`config.mk`:
```
export PLATFORM = sky130hd
export DESIGN_NAME = dram_cmd_timer_flat
export DESIGN_NICKNAME = d
export VERILOG_FILES = /design/src/rtl/dram_cmd_timer_if.sv /design/src/rtl/dram_cmd_timer.sv /design/src/flat_wrapper.sv
export SDC_FILE = /design/constraint.sdc
export NUM_CORES = 1
export LEC_CHECK = 0
export CAP_MARGIN = 20
export CORE_UTILIZATION = 45
export CTS_CLUSTER_DIAMETER = 60
export DETAILED_ROUTE_END_ITERATION = 10
export PLACE_DENSITY = 0.66
export SYNTH_ARGS = -nofsm -noshare
export SYNTH_HDL_FRONTEND = slang
export SYNTH_SLANG_ARGS = --single-unit
```
`constraint.sdc`:
```
create_clock -name clk -period 3.83 [get_ports clk]
set_input_delay 0.766 -clock clk [delete_from_list [all_inputs] [get_ports clk]]
set_output_delay 0.766 -clock clk [all_outputs]
set_load 0.02 [all_outputs]
```
`src/rtl/dram_cmd_timer_if.sv`:
```
// Command handshake between the DRAM controller (master) and the command timer (slave).
interface dram_cmd_timer_if #(
   parameter int unsigned NUM_OF_BANKS = 8,
   parameter int unsigned NUM_OF_ROWS  = 128,
   parameter int unsigned NUM_OF_COLS  = 8
) ();

   logic                    cmd_req;
   logic [1:0]              cmd;
   logic [NUM_OF_BANKS-1:0] bank_sel;
   logic [NUM_OF_ROWS-1:0]  row_sel;
   logic [NUM_OF_COLS-1:0]  col_sel;
   logic                    cmd_ack;
   logic                    cmd_err;

   modport master (
      output cmd_req, cmd, bank_sel, row_sel, col_sel,
      input  cmd_ack, cmd_err
   );

   modport slave (
      input  cmd_req, cmd, bank_sel, row_sel, col_sel,
      output cmd_ack, cmd_err
   );

endinterface

```
`src/rtl/dram_cmd_timer.sv`:
```
// Per-bank DRAM timing gate: acknowledges ACT/RD/WR/PRE once tRCD/tRAS/tRP and the
// shared burst window allow, tracks open rows and drives the serial data window.
module dram_cmd_timer #(
   parameter int unsigned NUM_OF_BANKS = 8,
   parameter int unsigned NUM_OF_ROWS  = 128,
   parameter int unsigned NUM_OF_COLS  = 8,
   parameter int unsigned T_RCD        = 4,
   parameter int unsigned T_RAS        = 10,
   parameter int unsigned T_RP         = 4,
   parameter int unsigned T_BURST      = 8
) (
   input  logic                    clk,
   input  logic                    rst_b,
   dram_cmd_timer_if.slave         bus,
   output logic [NUM_OF_BANKS-1:0] bank_open,
   output logic                    data_en,
   output logic                    data_wr,
   output logic                    all_idle
);

   localparam int unsigned BANK_W  = (NUM_OF_BANKS > 1) ? $clog2(NUM_OF_BANKS) : 1;
   localparam int unsigned ROW_W   = (NUM_OF_ROWS > 1) ? $clog2(NUM_OF_ROWS) : 1;
   localparam int unsigned T_MAX_A = (T_RCD > T_RAS) ? T_RCD : T_RAS;
   localparam int unsigned T_MAX_B = (T_RP > T_BURST) ? T_RP : T_BURST;
   localparam int unsigned T_MAX   = (T_MAX_A > T_MAX_B) ? T_MAX_A : T_MAX_B;
   localparam int unsigned CNT_W   = $clog2(T_MAX + 2);
   localparam int unsigned WIN_W   = $clog2(T_BURST + 1);

   // A counter loaded on entry to the ack cycle A reads zero from A+T-1, so the
   // dependent check at A+T-1 acks no earlier than A+T.
   localparam logic [CNT_W-1:0] RCD_LD   = CNT_W'((T_RCD > 0) ? T_RCD - 1 : 0);
   localparam logic [CNT_W-1:0] RAS_LD   = CNT_W'((T_RAS > 0) ? T_RAS - 1 : 0);
   localparam logic [CNT_W-1:0] RP_LD    = CNT_W'((T_RP > 0) ? T_RP - 1 : 0);
   localparam logic [CNT_W-1:0] BURST_LD = CNT_W'((T_BURST > 0) ? T_BURST - 1 : 0);
   localparam logic [WIN_W-1:0] WIN_LD   = WIN_W'(T_BURST);

   localparam logic [1:0] CMD_ACT = 2'b00;
   localparam logic [1:0] CMD_RD  = 2'b01;
   localparam logic [1:0] CMD_WR  = 2'b10;
   localparam logic [1:0] CMD_PRE = 2'b11;

   typedef enum logic [1:0] {S_IDLE, S_CHECK, S_ACK, S_GAP} state_t;

   state_t                    state, state_nxt;
   logic [1:0]                cmd_q;
   logic [BANK_W-1:0]         bank_q;
   logic [ROW_W-1:0]          row_q;
   logic                      bank_ok_q, row_ok_q, col_ok_q;
   logic [ROW_W-1:0]          open_row     [NUM_OF_BANKS];
   logic [ROW_W-1:0]          open_row_nxt [NUM_OF_BANKS];
   logic [CNT_W-1:0]          rcd [NUM_OF_BANKS], rcd_nxt [NUM_OF_BANKS];
   logic [CNT_W-1:0]          ras [NUM_OF_BANKS], ras_nxt [NUM_OF_BANKS];
   logic [CNT_W-1:0]          rp  [NUM_OF_BANKS], rp_nxt  [NUM_OF_BANKS];
   logic [CNT_W-1:0]          burst, burst_nxt;
   logic [WIN_W-1:0]          win_cnt;
   logic [NUM_OF_BANKS-1:0]   bank_open_nxt;
   logic                      ack_nxt, err_nxt, all_idle_nxt;
   logic [BANK_W-1:0]         bank_idx;
   logic [ROW_W-1:0]          row_idx;
   logic                      is_rw, illegal, ready;

   // One-hot to index for the incoming bank/row selects.
   always_comb begin
      bank_idx = '0;
      row_idx  = '0;
      for (int unsigned i = 0; i < NUM_OF_BANKS; i++)
         if (bus.bank_sel[i]) bank_idx = BANK_W'(i);
      for (int unsigned i = 0; i < NUM_OF_ROWS; i++)
         if (bus.row_sel[i]) row_idx = ROW_W'(i);
   end

   // Legality and timing readiness of the captured command.
   always_comb begin
      is_rw   = (cmd_q == CMD_RD) || (cmd_q == CMD_WR);
      illegal = !bank_ok_q
              || ((cmd_q != CMD_PRE) && !row_ok_q)
              || (is_rw && !col_ok_q)
              || ((cmd_q == CMD_ACT) && bank_open[bank_q])
              || (is_rw && !bank_open[bank_q])
              || (is_rw && (open_row[bank_q] != row_q));
      case (cmd_q)
         CMD_ACT: ready = (rp[bank_q] == '0);
         CMD_PRE: ready = !bank_open[bank_q] || (ras[bank_q] == '0);
         default: ready = (rcd[bank_q] == '0) && (burst == '0);
      endcase
   end

   // Next state, ack/err and bank/counter updates applied on entry to S_ACK.
   always_comb begin
      state_nxt     = state;
      ack_nxt       = 1'b0;
      err_nxt       = 1'b0;
      bank_open_nxt = bank_open;
      open_row_nxt  = open_row;
      burst_nxt     = (burst != '0) ? burst - CNT_W'(1) : '0;
      for (int unsigned b = 0; b < NUM_OF_BANKS; b++) begin
         rcd_nxt[b] = (rcd[b] != '0) ? rcd[b] - CNT_W'(1) : '0;
         ras_nxt[b] = (ras[b] != '0) ? ras[b] - CNT_W'(1) : '0;
         rp_nxt[b]  = (rp[b]  != '0) ? rp[b]  - CNT_W'(1) : '0;
      end
      case (state)
         S_IDLE: begin
            if (bus.cmd_req) state_nxt = S_CHECK;
         end
         S_CHECK: begin
            if (illegal) begin
               state_nxt = S_ACK;
               ack_nxt   = 1'b1;
               err_nxt   = 1'b1;
            end else if (ready) begin
               state_nxt = S_ACK;
               ack_nxt   = 1'b1;
               case (cmd_q)
                  CMD_ACT: begin
                     bank_open_nxt[bank_q] = 1'b1;
                     open_row_nxt[bank_q]  = row_q;
                     rcd_nxt[bank_q]       = RCD_LD;
                     ras_nxt[bank_q]       = RAS_LD;
                  end
                  CMD_PRE: begin
                     if (bank_open[bank_q]) begin
                        bank_open_nxt[bank_q] = 1'b0;
                        rp_nxt[bank_q]        = RP_LD;
                     end
                  end
                  default: burst_nxt = BURST_LD;
               endcase
            end
         end
         S_ACK:   state_nxt = S_GAP;
         default: state_nxt = S_IDLE;
      endcase
      all_idle_nxt = (bank_open_nxt == '0) && (burst_nxt == '0);
   end

   // State, bank bookkeeping, timing counters and handshake outputs.
   always_ff @(posedge clk or negedge rst_b) begin
      if (!rst_b) begin
         state     <= S_IDLE;
         bank_open <= '0;
         burst     <= '0;
         all_idle  <= 1'b1;
         bus.cmd_ack <= 1'b0;
         bus.cmd_err <= 1'b0;
         for (int unsigned b = 0; b < NUM_OF_BANKS; b++) begin
            open_row[b] <= '0;
            rcd[b]      <= '0;
            ras[b]      <= '0;
            rp[b]       <= '0;
         end
      end else begin
         state       <= state_nxt;
         bank_open   <= bank_open_nxt;
         burst       <= burst_nxt;
         all_idle    <= all_idle_nxt;
         bus.cmd_ack <= ack_nxt;
         bus.cmd_err <= err_nxt;
         open_row    <= open_row_nxt;
         rcd         <= rcd_nxt;
         ras         <= ras_nxt;
         rp          <= rp_nxt;
      end
   end

   // Command capture; inputs are ignored outside S_IDLE.
   always_ff @(posedge clk or negedge rst_b) begin
      if (!rst_b) begin
         cmd_q     <= CMD_ACT;
         bank_q    <= '0;
         row_q     <= '0;
         bank_ok_q <= 1'b0;
         row_ok_q  <= 1'b0;
         col_ok_q  <= 1'b0;
      end else if ((state == S_IDLE) && bus.cmd_req) begin
         cmd_q     <= bus.cmd;
         bank_q    <= bank_idx;
         row_q     <= row_idx;
         bank_ok_q <= $onehot(bus.bank_sel);
         row_ok_q  <= $onehot(bus.row_sel);
         col_ok_q  <= $onehot(bus.col_sel);
      end
   end

   // Serial data window: T_BURST cycles starting the cycle after a RD/WR ack.
   always_ff @(posedge clk or negedge rst_b) begin
      if (!rst_b) begin
         win_cnt <= '0;
         data_en <= 1'b0;
         data_wr <= 1'b0;
      end else if ((state == S_ACK) && !bus.cmd_err && is_rw) begin
         win_cnt <= WIN_LD;
         data_en <= 1'b1;
         data_wr <= (cmd_q == CMD_WR);
      end else if (win_cnt != '0) begin
         win_cnt <= win_cnt - WIN_W'(1);
         data_en <= (win_cnt > WIN_W'(1));
      end
   end

endmodule

```
`src/flat_wrapper.sv`:
```
// flat-port wrapper written by rule: the top's interface ports become plain ports
module dram_cmd_timer_flat 
#(
   parameter int unsigned NUM_OF_BANKS = 8,
   parameter int unsigned NUM_OF_ROWS  = 128,
   parameter int unsigned NUM_OF_COLS  = 8,
   parameter int unsigned T_RCD        = 4,
   parameter int unsigned T_RAS        = 10,
   parameter int unsigned T_RP         = 4,
   parameter int unsigned T_BURST      = 8
)
  (clk, rst_b, bank_open, data_en, data_wr, all_idle, bus_cmd_req, bus_cmd, bus_bank_sel, bus_row_sel, bus_col_sel, bus_cmd_ack, bus_cmd_err);
  dram_cmd_timer_if #(.NUM_OF_BANKS(NUM_OF_BANKS), .NUM_OF_ROWS(NUM_OF_ROWS), .NUM_OF_COLS(NUM_OF_COLS)) bus_i ();
  input  logic clk;
  input  logic rst_b;
  output logic [NUM_OF_BANKS-1:0] bank_open;
  output logic data_en;
  output logic data_wr;
  output logic all_idle;
  input wire logic [$bits(bus_i.cmd_req)-1:0] bus_cmd_req;
  input wire logic [$bits(bus_i.cmd)-1:0] bus_cmd;
  input wire logic [$bits(bus_i.bank_sel)-1:0] bus_bank_sel;
  input wire logic [$bits(bus_i.row_sel)-1:0] bus_row_sel;
  input wire logic [$bits(bus_i.col_sel)-1:0] bus_col_sel;
  output wire logic [$bits(bus_i.cmd_ack)-1:0] bus_cmd_ack;
  output wire logic [$bits(bus_i.cmd_err)-1:0] bus_cmd_err;
  assign bus_i.cmd_req = bus_cmd_req;
  assign bus_i.cmd = bus_cmd;
  assign bus_i.bank_sel = bus_bank_sel;
  assign bus_i.row_sel = bus_row_sel;
  assign bus_i.col_sel = bus_col_sel;
  assign bus_cmd_ack = bus_i.cmd_ack;
  assign bus_cmd_err = bus_i.cmd_err;
  dram_cmd_timer #(.NUM_OF_BANKS(NUM_OF_BANKS), .NUM_OF_ROWS(NUM_OF_ROWS), .NUM_OF_COLS(NUM_OF_COLS), .T_RCD(T_RCD), .T_RAS(T_RAS), .T_RP(T_RP), .T_BURST(T_BURST)) u_core (.clk(clk), .rst_b(rst_b), .bus(bus_i), .bank_open(bank_open), .data_en(data_en), .data_wr(data_wr), .all_idle(all_idle));
endmodule
```
## Word-level counts from Yosys, hierarchy flattened

Index checks and enable logic that the tools add are counted.

| word-level totals | value |
|---|---|
| input bits | 149 |
| output and inout bits | 13 |
| register bits after elaboration | 190 |

| cells by class | value |
|---|---|
| magnitude comparators | 5 |
| mux-type cells | 216 |
| $add $sub $neg | 167 |
| reduce and logical (&&, ||, !) cells | 62 |
| eq/ne operators | 12 |
| bitwise logic cells | 13 |

Operators by type and width:

| operator | number |
|---|---|
| 8-bit adder | 63 |
| 7-bit two-way mux | 67 |
| 32-bit two-way mux | 13 |
| 6-bit two-way mux | 32 |
| 4-bit two-way mux | 46 |
| 1-bit by 1-bit adder with 2-bit output | 72 |
| 4-bit nonzero test | 26 |
| 4-bit by 1-bit subtractor with 4-bit output, second input constant | 26 |
| 5-bit two-way mux | 16 |
| 56-bit bitwise mux | 1 |
| 16-bit bitwise AND | 3 |
| 16-bit bitwise OR | 3 |
| 4-bit binary-select mux with 3-bit select | 3 |
| 8-bit two-way mux | 4 |
| 16-bit inverter | 2 |
| 4-bit adder | 6 |
| 3-bit two-way mux | 8 |
| 7-bit binary-select mux with 3-bit select | 1 |
| 7-bit demux with 3-bit select | 1 |
| 4-bit zero test | 5 |
| 8-bit one-hot mux with 2 select lines | 1 |
| 2-bit two-way mux | 7 |
| 4-bit demux with 3-bit select | 1 |
| 1-bit logical AND | 12 |
| 30 further kinds | 56 |

## Logic depth before layout (Yosys ltp)

Gate-level depths: netlist (run 1).

| logic depth | value |
|---|---|
| depth after elaboration | 127 |
| gate-level depth with buffers | 24 |
| gate-level depth less buffers | 24 |

## Worst setup path after synthesis (run 1)

OpenSTA, ideal clock, no wires.

| timing path | value |
|---|---|
| kind | in2reg |
| from | in bus_row_sel[126] |
| to | reg u_core.row_ok_q |
| setup slack | -3.153 ns |
| cell stages on the path | 21 |
| arrival time | 6.856 ns |
| data required time | 3.703 ns |
| buffers on the path | 0 |
| path through | ha_1 -> inv_1 -> fa_1 -> inv_1 -> fa_1 -> inv_1 -> fa_1 -> fa_1 -> fa_1 -> fa_1 -> fa_1 -> fa_1 -> fa_1 -> inv_1 -> ha_1 -> fa_1 -> a21o_1 -> a21oi_1 -> nor2_1 -> a21oi_1 -> o21ai_0 |

| between the ends | value |
|---|---|
| longest elaborated chain between the ends | 8 |

RTL lines:

| element | line | source |
|---|---|---|
| start, declared | flat_wrapper.sv:23 | `input wire logic [$bits(bus_i.row_sel)-1:0] bus_row_sel;` |
| 1-bit by 1-bit adder with 2-bit output (not written as such) | dram_cmd_timer.sv:179 | `row_ok_q <= $onehot(bus.row_sel);` |
| 8-bit adder (not written as such) (6 in a row) | dram_cmd_timer.sv:179 |  |
| 8-bit by 1-bit == test with 1-bit output | dram_cmd_timer.sv:179 |  |
| end signal, assigned | dram_cmd_timer.sv:179 |  |
| end, declared | dram_cmd_timer.sv:48 | `logic bank_ok_q, row_ok_q, col_ok_q;` |

No other way between the ends.
A chain may end at the register's enable or synchronous reset.

## Worst setup path after layout (run 1)

| timing path | value |
|---|---|
| from | in bus_row_sel[50] |
| to | reg u_core.row_ok_q |

The elaborated chain is that of the path after synthesis.

==> key figures, run 1 <==
Route
  – Via count: 12,986
  – Remaining antenna violation count: 0
  – WL/cell: 18.2 um
  – Vias per cell: 5.51
  – Starting DRT DRC Count: 746
  – 1st-pass router iterations: 7
  – Post-Route WL: 42.8 mm
  – DR DRC count: 0

Cells and area
  – Layout cells sized above 1: 27.9%
  – Area growth from synthesis to layout: 26.0%
  – Final net count: 2,287
  – Fill count: 2,935
  – Ant diodes: 0
  – Util after Layout: 57.7%

Clock network
  – H-Tree Level Count: 4
  – Number of hold buffers added after cts: 0
  – CTS tree: built
  – Clock root buffer: clkbuf_16
  – Maximum clock path buffer count: 2
  – Clk_lat worst skew: 0.44 ns
  – Worst-path clk slew: 0.07 ns
  – CTS buffer count: 17
  – Sink Count: 190

GRT
  – First-pass GRT wire length: 68.7 mm
  – Largest net degree at the start of global routing: 109
  – Vias in the first global route: 13,476
  – Initial antenna violation count: 0
  – GRT Total Usage: 24.5%
  – Remaining Overflow, GRT: 0

Yosys
  – Part of the Yosys area used for sequential elements: 30.0%
  – Asr flop ratio synth: 100%
  – Synth unique cells: 87
  – Yosys warns: 0
  – Post-Synthesis Cells: 1,586
  – Main flop type after synthesis: dfrtp_1
  – Top cells by area, synth: dfrtp_1 30%, fa_1 17%, ha_1 8.9%, inv_1 5.6%, o21ai_0 3.2%
  – Post-synth EDFFs: 0
  – Flops & latches, synth: 190
  – Share of the synthesized area in the top cell type: 29.8%
  – Synth Area per Inst: 10.0 sq um
  – Post-Synthesis Cell Area: 0.0159 sq mm
  – Mapped Nets: 1,986
  – Post-synthesis cell type with the largest combined area: dfrtp_1

STA
  – Max_slew headroom: 41.5%
  – Endpoints failing setup: 1
  – Endpoints failing hold: 0
  – RSZ-0062 raised after global routing: true
  – WHS: 0.437 ns
  – Worst-margin pin slew: 0.877 ns
  – Final slew viol count: 0
  – Max Fclk: 0.153 GHz
  – Final Skew: 0.0100 ns
  – Post-layout min period: 6.53 ns
  – Setup ws final: -2.70 ns
  – Tcrit/Tclk final: 170%

Critical path
  – CP endpoint kind: flip-flop
  – CP required: 4.20 ns
  – Startpoint Class: input pin
  – Setup Crit Path Kind: in -> reg
  – Crit-path max FO: 2
  – Arr. time, crit path: 6.90 ns

Outcome
  – Violated checks: setup timing
  – Status: finished, violations left

Floorplan
  – Die X-Extent: 190 um
  – Die Y: 190 um
  – # IOs: 162
  – Die area: 0.0360 sq mm
  – # rows: 68
  – Placeable Area: 0.0346 sq mm
  – Starting density of the core: 45.8%

Placement
  – DP Wirelength: 34.3 mm
  – Final GP Congestion: 0.987
  – Port bufs: 161

Job
  – Max cap viols: 0

Hold path
  – Hold Crit Class: in -> async
==> cells in the mapped netlist, types with 6 or more instances <==
library cell / n
inv_1: 235
dfrtp_1: 189
fa_1: 138
ha_1: 113
nor2_1: 105
o21ai_0: 103
nand2_1: 82
a21oi_1: 68
nor3_1: 63
nor4_1: 40
mux2_1: 28
mux2_2: 23
nand3_1: 23
o31ai_1: 21
mux2_4: 17
a21boi_1: 15
o211ai_1: 14
a221o_1: 12
or4b_2: 12
o2bb2ai_1: 11
a21boi_0: 10
and2_1: 10
buf_4: 10
buf_6: 10
clkbuf_1: 10
mux2i_1: 10
nand3b_1: 10
nand2b_1: 9
o22ai_1: 9
or3_1: 9
a21o_1: 8
and3_1: 8
buf_2: 8
nand4_4: 8
nor2b_1: 8
a221oi_1: 7
o311a_1: 7
a22oi_1: 6
a31oi_1: 6
nand4_1: 6
or4_1: 6
==> kinds of logic (layout without fill, tap and decap cells) <==
| family | Yosys count | after routing | share of synthesized area, % |
|---|---|---|---|
| simple gates | 430 | 430 | 15.2 |
| mux | 80 | 80 | 6.14 |
| xor+xnor | 10 | 10 | 0.552 |
| buf+inv | 277 | 591 | 7.36 |
| flops | 190 | 190 | 30.0 |
| fa+ha+maj | 251 | 251 | 26.3 |
| compound gates | 348 | 348 | 14.5 |
==> placed cells by master, fill, tap and decap left out, types with 11 or more instances in the layout <==
cell type,n
dfrtp_1,189
inv_2,61
nand3_1,23
mux2_2,23
nor2_1,105
a21oi_1,67
o21ai_0,102
o211ai_1,14
fa_2,46
clkbuf_2,20
ha_1,70
ha_4,40
buf_4,160
mux2_4,17
a221o_1,12
a21boi_1,15
or4b_2,12
o2bb2ai_1,11
fa_1,92
clkdlybuf4s50_1,64
nand2_1,82
clkbuf_16,17
nor3_1,62
nor4_1,40
mux2_1,28
o31ai_1,21
inv_1,172
buf_2,61
==> stage by stage <==
stage                     TNS (ns)  cell area, sq um  std cells  setup slack (ns)
after global placement       -3.78             19100       2322             -3.55
after floorplan              -2.80             15900       1586             -2.80
after CTS                    -2.75             19900       2354             -2.75
after detailed placement     -3.93             19100       2322             -3.63
after global routing         -2.85             20000       2355             -2.85
final                        -2.70             20000       2355             -2.70
==> cell type report <==
type	count	area, sq um	area share (%)
multi-input cells	1119	10600	53.0
flip-flops and latches	190	4760	23.8
repair buffers	324	2530	12.7
inverters	235	887	4.44
well taps	455	569	2.85
clock buffers	22	484	2.42
clock inverters	10	174	0.870
==> routing by layer <==
| layer | GRT usage (%) | vias to the layer above | routed length, um |
|---|---|---|---|
| met2 | 44.0 | 330 | 22000 |
| met5 | 0 | - | 0 |
| li1 | - | 6161 | - |
| met4 | 10.7 | 0 | 1670 |
| met3 | 2.60 | 80 | 1540 |
| met1 | 29.7 | 6415 | 17600 |
==> sequential cells by signal, indices dropped and copies added (netlist names) <==
name and cells:
u_core.bank_open 8, u_core.bus.cmd_err 1, u_core.col_ok_q 1, u_core.all_idle 1, u_core.row_q 7, u_core.bus.cmd_ack 1
u_core.row_ok_q 1, u_core.open_row 56, u_core.rcd 32, u_core.data_en 1, u_core.ras 32, u_core.win_cnt 4
u_core.rp 32, u_core.burst 4, u_core.bank_q 3, u_core.data_wr 1, u_core.state 2, u_core.cmd_q 2
u_core.bank_ok_q 1
==> final timing paths <==
| path | from | to | slack [ns] | cells past startpoint |
|---|---|---|---|---|
| hold reg to reg | u_core.rp[16]$_DFF_PN0_ | u_core.rp[16]$_DFF_PN0_ | 0.46 | 1 |
| max in group asynchronous | rst_b | u_core.burst[1]$_DFF_PN0_ | 2.60 | 2 |
| setup / recovery | bus_row_sel[50] | u_core.row_ok_q$_DFFE_PN0P_ | -2.70 | 18 |
| min in group clk | u_core.rp[16]$_DFF_PN0_ | u_core.rp[16]$_DFF_PN0_ | 0.46 | 1 |
| setup reg to reg | u_core.bank_q[2]$_DFFE_PN0P_ | u_core.open_row[24]$_DFFE_PN0P_ | 0.34 | 10 |
| hold / removal | rst_b | u_core.win_cnt[1]$_DFFE_PN0P_ | 0.44 | 1 |
==> what timing repair did <==
action                                  CTS  global route
pin swaps                               111            66
setup buffers                             0             1
endpoints found under the setup margin    1             1
cloned                                    0             0
gates resized for setup                 431           115
==> critical path, cell delays in order <==
cell     delay [ns]
buf_2          0.13
ha_4           0.16
fa_1           0.55
inv_1          0.06
fa_2           0.54
fa_2           0.48
fa_2           0.62
fa_1           0.45
fa_2           0.56
fa_2           0.44
fa_1           0.47
fa_1           0.52
inv_2          0.05
ha_4           0.16
fa_2           0.45
nor4b_4        0.26
nand4_1        0.11
o21ai_1        0.13
Power of run 1 is left out: the tool's default activity adds up to more than one toggle a clock period on the data nets, which glitch-free logic cannot reach.
==> run 2: changes to the inputs <==
--- a/config.mk
+++ b/config.mk
@@ -6,6 +6,7 @@
 export NUM_CORES = 1
 export LEC_CHECK = 0
 export CAP_MARGIN = 20
+export CORE_MARGIN = 3
 export CORE_UTILIZATION = 45
 export CTS_CLUSTER_DIAMETER = 60
 export DETAILED_ROUTE_END_ITERATION = 10
==> run 2 against run 1 <==
Against the previous run:
- the run still ends with setup timing left
- global-route usage shrank 1.7 points
- count of clock-buffer cells in the layout is 3 lower
- die area is 4.3% higher
- sequential share of layout area increased by 0.33 points
- non-clock buffer count decreased by 3
- flip-flop and latch count is the same
- worst hold slack better by 0.015 ns
- worst setup slack got worse by 0.031 ns
- critical path depth grew 2
- utilization down 0.78 points
- final cell count fell by 0.13%
- register-to-register slack got worse by 0.08 ns
- largest cell class unchanged
==> key figures, run 2 (synthesized netlist as in run 1, its figures left out) <==
Route
  – Starting DRT DRC Count: 625
  – Post-Route WL: 42.9 mm
  – Vias per cell: 5.48
  – Remaining antenna violation count: 0
  – 1st-pass router iterations: 5
  – M1 wire length: 18.1 mm
  – WL/cell: 18.2 um
  – Top layer in use: met4
  – Met3 wire length: 1.60 mm
  – DR DRC count: 0
  – Wire length on met2: 22.0 mm
  – Via count: 12,895

Clock network
  – CTS buffer count: 17
  – CTS tree: built
  – Sink Count: 190
  – Number of hold buffers added after cts: 0
  – Worst-path clk slew: 0.07 ns
  – H-Tree Level Count: 4
  – Clock root buffer: clkbuf_16
  – Clk_lat worst skew: 0.44 ns
  – Maximum clock path buffer count: 2

GRT
  – Vias in the first global route: 13,478
  – First-pass GRT wire length: 69.2 mm
  – Largest net degree at the start of global routing: 108
  – GRT Total Usage: 22.8%
  – Remaining Overflow, GRT: 0
  – Initial antenna violation count: 1

Placement
  – Placed Area: 0.0191 sq mm
  – DP Wirelength: 34.6 mm
  – Final GP Congestion: 0.978
  – Port bufs: 161

Critical path
  – Worst path slowest cell: fa_2
  – CP endpoint kind: flip-flop
  – Cell Chain, Critical Path: buf_4 -> ha_4 -> inv_2 -> fa_1 -> inv_2 -> fa_2 -> fa_2 -> fa_2 -> fa_2 -> fa_2 -> fa_2 -> inv_2 -> fa_1 -> fa_1 -> inv_2 -> ha_4 -> fa_2 -> nor4b_4 -> nand4_1 -> o21ai_1
  – R2R setup slack: 0.26 ns
  – Most frequent CP cell: fa_2
  – Cells on worst reg2reg path: 9
  – Crit-path max FO: 2
  – Worst reg2reg path startpoint: u_core.ras[10]$_DFF_PN0_
  – Arr. time, crit path: 6.93 ns
  – Cell family with most CP delay: adder cells
  – CP required: 4.20 ns
  – Reg2reg end: u_core.open_row[52]$_DFFE_PN0P_
  – Setup Crit Path Kind: in -> reg
  – Startpoint Class: input pin
  – Slowest stage delay, CP: 0.59 ns
  – CP bufs+invs: 5

Floorplan
  – Die X-Extent: 194 um
  – Starting density of the core: 45.8%
  – Die area: 0.0376 sq mm
  – Die Y: 194 um
  – # rows: 68
  – # IOs: 162
  – Placeable Area: 0.0346 sq mm

STA
  – Final slew viol count: 0
  – Worst-margin pin slew: 0.855 ns
  – Post-layout min period: 6.56 ns
  – Max Fclk: 0.152 GHz
  – WHS: 0.451 ns
  – Endpoints failing setup: 1
  – Setup ws final: -2.73 ns
  – Tcrit/Tclk final: 171%
  – Final Skew: 0.0111 ns
  – Endpoints failing hold: 0
  – Max_slew headroom: 43.0%
  – RSZ-0062 raised after global routing: true

Cells and area
  – Layout cells sized above 1: 23.7%
  – Fill count: 2,934
  – Design area: 0.0197 sq mm
  – Area growth from synthesis to layout: 24.3%
  – Most common cell after layout, fill and taps aside: inv_1
  – Final net count: 2,284
  – Top reg by flops: u_core.open_row
  – Ant diodes: 0
  – Largest register FFs: 56
  – Seq. cell area: 0.00476 sq mm
  – Most frequent cells in the layout: 191 x inv_1, 189 x dfrtp_1, 160 x buf_4
  – Area of the multi-input gates: 0.0103 sq mm

Outcome
  – Violated checks: setup timing
  – Status: finished, violations left

Job
  – Max cap viols: 0

Hold path
  – Hold Crit Class: in -> async
## run 2: changes by cell type in the layout (fill, tap and decap cells not counted), moves of 14 or more
cell and change:
buf_2 -56, dlymetal6s2s_1 +26, fa_1 +14, ha_4 -18, inv_2 -18, inv_1 +19, clkbuf_2 +33, fa_2 -14
ha_1 +15
## run 2: worst max-delay path by stage
stage / end / slack, ns / depth (start not counted) / start
after floorplan: u_core.row_ok_q$_DFFE_PN0P_ / -2.80 / 19 / bus_row_sel[49]
after global placement: u_core.row_ok_q$_DFFE_PN0P_ / -3.51 / 21 / bus_row_sel[33]
after detailed placement: u_core.row_ok_q$_DFFE_PN0P_ / -3.59 / 21 / bus_row_sel[64]
after CTS: u_core.row_ok_q$_DFFE_PN0P_ / -2.97 / 20 / bus_row_sel[98]
after global routing: u_core.row_ok_q$_DFFE_PN0P_ / -2.93 / 18 / bus_row_sel[65]
final: u_core.row_ok_q$_DFFE_PN0P_ / -2.73 / 20 / bus_row_sel[123]
## run 2: per-stage QoR
stage                     cells  utilization, %  setup slack [ns]  setup TNS, ns
after CTS                  2352            56.5             -2.97          -2.97
after global placement     2320            55.0             -3.51          -3.75
after global routing       2352            57.0             -2.93          -2.93
after floorplan            1586               -             -2.80          -2.80
final                      2352            57.0             -2.73          -2.73
after detailed placement   2320            55.0             -3.59          -3.86
## run 2: worst reg2reg max path, delay by kind of cell (launching register included)
kind	cells	cell delay (ns)
compound gates	2	0.43
flops	1	0.42
buf+inv	1	0.26
mux	1	0.45
simple gates	5	1.89
## run 2: final cells by class
cell class                      count  area share (%)
Clock inverter                     13           0.558
Sequential cell                   190            24.1
Clock buffer                       19            2.19
Tap cell                          455            2.89
Multi-Input combinational cell   1119            52.4
Timing Repair Buffer              321            13.3
Inverter                          235            4.48
## run 2: timing repair
| action | in CTS | in global routing |
|---|---|---|
| endpoints found under the hold margin | 0 | 0 |
| resized for setup | 75 | 276 |
| pin swaps | 47 | 97 |
| endpoints found under the setup margin | 1 | 1 |
| setup buffers | 0 | 0 |
## run 2: layer usage
metal / global-route usage, % / up-vias
met2: 41.4 / 324
met3: 2.69 / 68
met1: 28.5 / 6345
li1: - / 6158
met5: 0 / -
met4: 7.10 / 0
Power of run 2 is left out for the same reason.
